### config.mk
export PLATFORM = sky130hd
export DESIGN_NAME = count_seq
export DESIGN_NICKNAME = d
export VERILOG_FILES = /design/src/rtl/count_pkg.sv /design/src/rtl/count_seq.sv
export SDC_FILE = /design/constraint.sdc
export NUM_CORES = 1
export LEC_CHECK = 0
export CORE_MARGIN = 10
export CORE_UTILIZATION = 44
export CTS_CLUSTER_DIAMETER = 80
export DETAILED_ROUTE_END_ITERATION = 10
export PLACE_DENSITY = 0.8
export SLEW_MARGIN = 5
export SYNTH_ARGS = -nofsm -noshare
export SYNTH_HDL_FRONTEND = slang
export SYNTH_SLANG_ARGS = --single-unit
### constraint.sdc
create_clock -name clk -period 5.9 [get_ports clk]
set_input_delay 1.77 -clock clk [delete_from_list [all_inputs] [get_ports clk]]
set_output_delay 1.77 -clock clk [all_outputs]
set_load 0.01 [all_outputs]
### src/rtl/count_pkg.sv
// ============================================================================
// Module   : count_pkg
// Purpose  : Shared types and constants for the count8 interval sequencer.
// Revision : 1.0
// ============================================================================
`default_nettype none

package count_pkg;

    localparam int DEFAULT_WIDTH = 8;

    localparam logic MODE_ONESHOT = 1'b0;
    localparam logic MODE_RELOAD  = 1'b1;

    typedef enum logic [2:0] {
        ST_IDLE  = 3'd0,
        ST_LOAD  = 3'd1,
        ST_RUN   = 3'd2,
        ST_PAUSE = 3'd3,
        ST_DONE  = 3'd4
    } state_t;

endpackage

`default_nettype wire

### src/rtl/count_seq.sv
// ============================================================================
// Module   : count_seq
// Purpose  : Drives load/EN of an external count8 counter across a commanded
//            start..end interval, with one-shot/auto-reload, hold and abort.
// Revision : 1.0
// ============================================================================
`default_nettype none

module count_seq
    import count_pkg::*;
#(
    parameter int WIDTH = DEFAULT_WIDTH,
    parameter int INT_W = 8
) (
    input  logic             clk,
    input  logic             res,
    input  logic             start,
    input  logic             mode,
    input  logic             hold,
    input  logic             abort,
    input  logic [WIDTH-1:0] start_val,
    input  logic [WIDTH-1:0] end_val,
    input  logic [WIDTH-1:0] CNT,
    output logic             CNT_EN,
    output logic             CNT_load,
    output logic [WIDTH-1:0] CNT_In,
    output logic             busy,
    output logic             done,
    output logic [INT_W-1:0] int_cnt
);

    localparam logic [INT_W-1:0] C_INT_ONE = {{(INT_W-1){1'b0}}, 1'b1};
    localparam logic [INT_W-1:0] C_INT_MAX = {INT_W{1'b1}};

    state_t             state_q,   state_d;
    logic [WIDTH-1:0]   sv_q,      sv_d;
    logic [WIDTH-1:0]   ev_q,      ev_d;
    logic               mode_q,    mode_d;
    logic [INT_W-1:0]   int_cnt_q, int_cnt_d;
    logic               done_q,    done_d;

    logic               w_match;
    logic [INT_W-1:0]   w_int_inc;

    assign w_match   = (CNT == ev_q);
    assign w_int_inc = (int_cnt_q == C_INT_MAX) ? int_cnt_q : (int_cnt_q + C_INT_ONE);

    always_comb begin
        state_d   = state_q;
        sv_d      = sv_q;
        ev_d      = ev_q;
        mode_d    = mode_q;
        int_cnt_d = int_cnt_q;
        done_d    = 1'b0;

        unique case (state_q)
            ST_IDLE: begin
                if (start && !abort) begin
                    sv_d      = start_val;
                    ev_d      = end_val;
                    mode_d    = mode;
                    int_cnt_d = '0;
                    state_d   = ST_LOAD;
                end
            end
            ST_LOAD: begin
                state_d = abort ? ST_IDLE : ST_RUN;
            end
            ST_RUN: begin
                // Abort outranks a same-cycle match, match outranks hold.
                if (abort) begin
                    state_d = ST_IDLE;
                end else if (w_match) begin
                    done_d    = 1'b1;
                    int_cnt_d = w_int_inc;
                    state_d   = (mode_q == MODE_RELOAD) ? ST_LOAD : ST_DONE;
                end else if (hold) begin
                    state_d = ST_PAUSE;
                end
            end
            ST_PAUSE: begin
                if (abort) begin
                    state_d = ST_IDLE;
                end else if (!hold) begin
                    state_d = ST_RUN;
                end
            end
            ST_DONE: begin
                state_d = ST_IDLE;
            end
            default: begin
                state_d = ST_IDLE;
            end
        endcase
    end

    always_ff @(posedge clk) begin
        if (res) begin
            state_q   <= ST_IDLE;
            sv_q      <= '0;
            ev_q      <= '0;
            mode_q    <= MODE_ONESHOT;
            int_cnt_q <= '0;
            done_q    <= 1'b0;
        end else begin
            state_q   <= state_d;
            sv_q      <= sv_d;
            ev_q      <= ev_d;
            mode_q    <= mode_d;
            int_cnt_q <= int_cnt_d;
            done_q    <= done_d;
        end
    end

    // Enable is decoded straight from CNT so the counter halts exactly on ev.
    assign CNT_EN   = (state_q == ST_RUN) && !hold && !w_match && !abort;
    assign CNT_load = (state_q == ST_LOAD) && !abort;
    assign CNT_In   = sv_q;
    assign busy     = (state_q != ST_IDLE);
    assign done     = done_q;
    assign int_cnt  = int_cnt_q;

endmodule

`default_nettype wire

==> out/metrics.csv <==
metric,value,unit
r2r_slack,3.56,ns
yosysSeqAreaShare,43.1,%
diodes,0,
drive_gt1_share,8.02,%
ant_nets,0,
gp_congestion,0.811,
finClkSkew,0.00208,ns
drv_cap,0,
async_reset_ff_share,0,%
crit_slowest_cell,clkdlybuf4s50_1,
synth_area,1350,um2
worstMarginPinSlew,0.884,ns
cp-start-kind,primary input,
finalMaxSlewViolations,0,
critical_path_buf_inv_count,2,
finalInstanceArea,1950,um2
fin_crit_sh,92.9,%
cts_buffer_depth,2,
drc_errors,0,
status,"complete, no violations",
initial_core_util,44.9,%
hold_buffers,0,
rows,20,
multi_input_area,737,um2
insertion_delay,0.33,ns
clock_sinks,29,
fmax,183,MHz
grt_overflow_total,0,
dominantRegCellSynth,dfxtp_1,
rr_worst_depth,5,
finalSetupTns,0,ns
crit_end,CNT_EN,
dr_total_vias,1364,
reg2reg_to,int_cnt[0],
routedWlPerCell,15.8,um
crit_family,buffers and inverters,
drt-total-wl,3.87,mm
cts_made_buffers,5,
die_x,75.3,um
setup.worst_path.start,CNT[0],
fillerInstances,263,
ff_latch_area,581,um2
rsz0062_at_grt,false,
cp_max_fo,4,
cts_root_buf,clkbuf_4,
nets,242,
firstDrtPassIters,4,
powerDensity,224,nW/um2
h-tree-depth,2,
viasPerCell,5.57,
io_pins,50,
fp.coreArea,3000,um2
die_y,75.3,um
gr-usage-all-layers,14.5,%
grt_max_degree,24,
crit_chain,clkdlybuf4s50_1 -> xor2_1 -> nor4_2 -> a2111oi_0 -> clkdlybuf4s50_1,
setup_viol,0,
crit_path_max_incr_delay,0.65,ns
finalHoldViolCount,0,
slew_headroom,40.9,%
cp_data_required_time,4.13,ns
avgSynthCellArea,8.37,um2
crit_top_cell,clkdlybuf4s50_1,
ys_seq_elements,29,
p_leak,0.685,nW
cts_resized,0,
synth_cells,161,
crit_cells,5,
antenna_found_initial,0,
clk_pin_slew,0.09,ns
synth_fp_nets,192,
drt-initial-drc-count,99,
hold_class,register to register,
r2r_start,state_q[2],
cts_tree,built,
dpl_cell_area,1860,um2
grt_pass1_wl,6.36,mm
post_cts_buffers,0,
synth_warnings,0,
ir_drop,0.135,mV
critical_path_class,primary input to primary output,
synth_cell_types,38,
synth_edf_count,0,
fin_crit,5.48,ns
die_area,5680,um2
io_buffers,49,
area_growth,44.4,%
dp_hpwl,2.88,mm
grt_pass1_vias,1343,
arrival,3.71,ns
cp-end-kind,primary output,
==> cell families (layout without fill, tap and decap cells) <==
logic type      after synthesis  count (layout)  synth area share (%)
simple gates                 75              75                  29.9
compound gates               40              40                  18.7
flops                        29              29                  43.1
xor+xnor                      8               8                  5.20
buf+inv                       8              59                  2.23
fa+ha+maj                     1               1                 0.928
==> cell usage after synthesis (2+ instances only) <==
cell type	n	share of area, %
or2_2	2	0.93
dfxtp_1	29	43
nor4_2	2	1.9
nor4b_1	2	1.3
nor2_1	5	1.4
or3_1	2	0.93
nand4_1	2	0.93
o21ai_0	2	0.74
nor3_1	4	1.5
clkbuf_1	7	2.0
nand2_1	40	11
o31ai_1	3	1.7
nand3_1	5	1.9
xor2_1	8	5.2
a21oi_1	20	7.4
a31oi_1	3	1.4
o311ai_0	3	2.0
or4_1	2	1.1
==> placed cells by master (no fill, tap or decap), types with 3 or more instances in the layout <==
master	n
a21oi_1	20
a31oi_1	3
clkbuf_4	5
clkdlybuf4s50_1	49
dfxtp_1	29
nand2_1	40
nand3_1	5
nor2_1	5
nor3_1	4
o311ai_0	3
o31ai_1	3
xor2_1	8
==> cell type report <==
cell class	instances	area share [%]
well taps	33	2.12
inverters	1	0.193
clock buffers	7	2.83
multi-input cells	124	37.9
repair buffers	50	25.6
clock inverters	1	1.54
flip-flops and latches	29	29.8
==> worst min path at each step <==
stage / depth (start not counted) / from / end
3_3_place_gp: 2 / CNT_In[5] / CNT_In[5]
4_1_cts: 2 / CNT_In[1] / CNT_In[1]
6_report: 2 / CNT_In[1] / CNT_In[1]
3_5_place_dp: 1 / mode_q / state_q[2]
5_1_grt: 2 / CNT_In[2] / CNT_In[2]
2_1_floorplan: 1 / mode_q / state_q[2]
==> report_power, final <==
part	switching, W	internal [W]
logic	0.0000254	0.0000326
registers	0.00000398	0.000202
clock network	0.0000719	0.000101
total	0.000101	0.000335
==> tightest hold or removal path, stage by stage, from the launching register on <==
cell,delay (ns)
dfxtp_1,0.32
nand2_1,0.05
a21oi_1,0.05
==> layer usage <==
| metal | GRT usage, % | part of all wire, % | up-vias | routed length, um |
|---|---|---|---|---|
| met4 | 5.57 | 1.1 | 0 | 41 |
| met3 | 9.77 | 13 | 5 | 489 |
| met5 | 0 | 0 | - | 0 |
| li1 | - | - | 679 | - |
| met1 | 16.0 | 42 | 623 | 1610 |
| met2 | 21.6 | 45 | 57 | 1730 |
==> metrics by stage <==
| stage | setup slack, ns | hold slack [ns] | instances | power (W) | utilization (%) |
|---|---|---|---|---|---|
| 5_1_grt | 0.291 | 0.487 | 245 | 0.000455 | 64.8 |
| 4_1_cts | 0.406 | 0.465 | 245 | 0.000439 | 64.8 |
| 6_report | 0.422 | 0.461 | 245 | 0.000437 | 64.8 |
| 2_1_floorplan | 1.33 | 0.416 | 161 | 0.000235 | - |
| 3_3_place_gp | 0.385 | 0.442 | 237 | 0.000267 | 62.0 |
| 3_5_place_dp | 0.421 | 0.445 | 237 | 0.000268 | 62.0 |
==> state kept, by name (all words and copies together), names as in the netlist <==
signal   count
CNT_In       8
ev_q         8
int_cnt      8
state_q      3
done         1
mode_q       1
No activity file was read; power rests on OpenSTA's default activity.
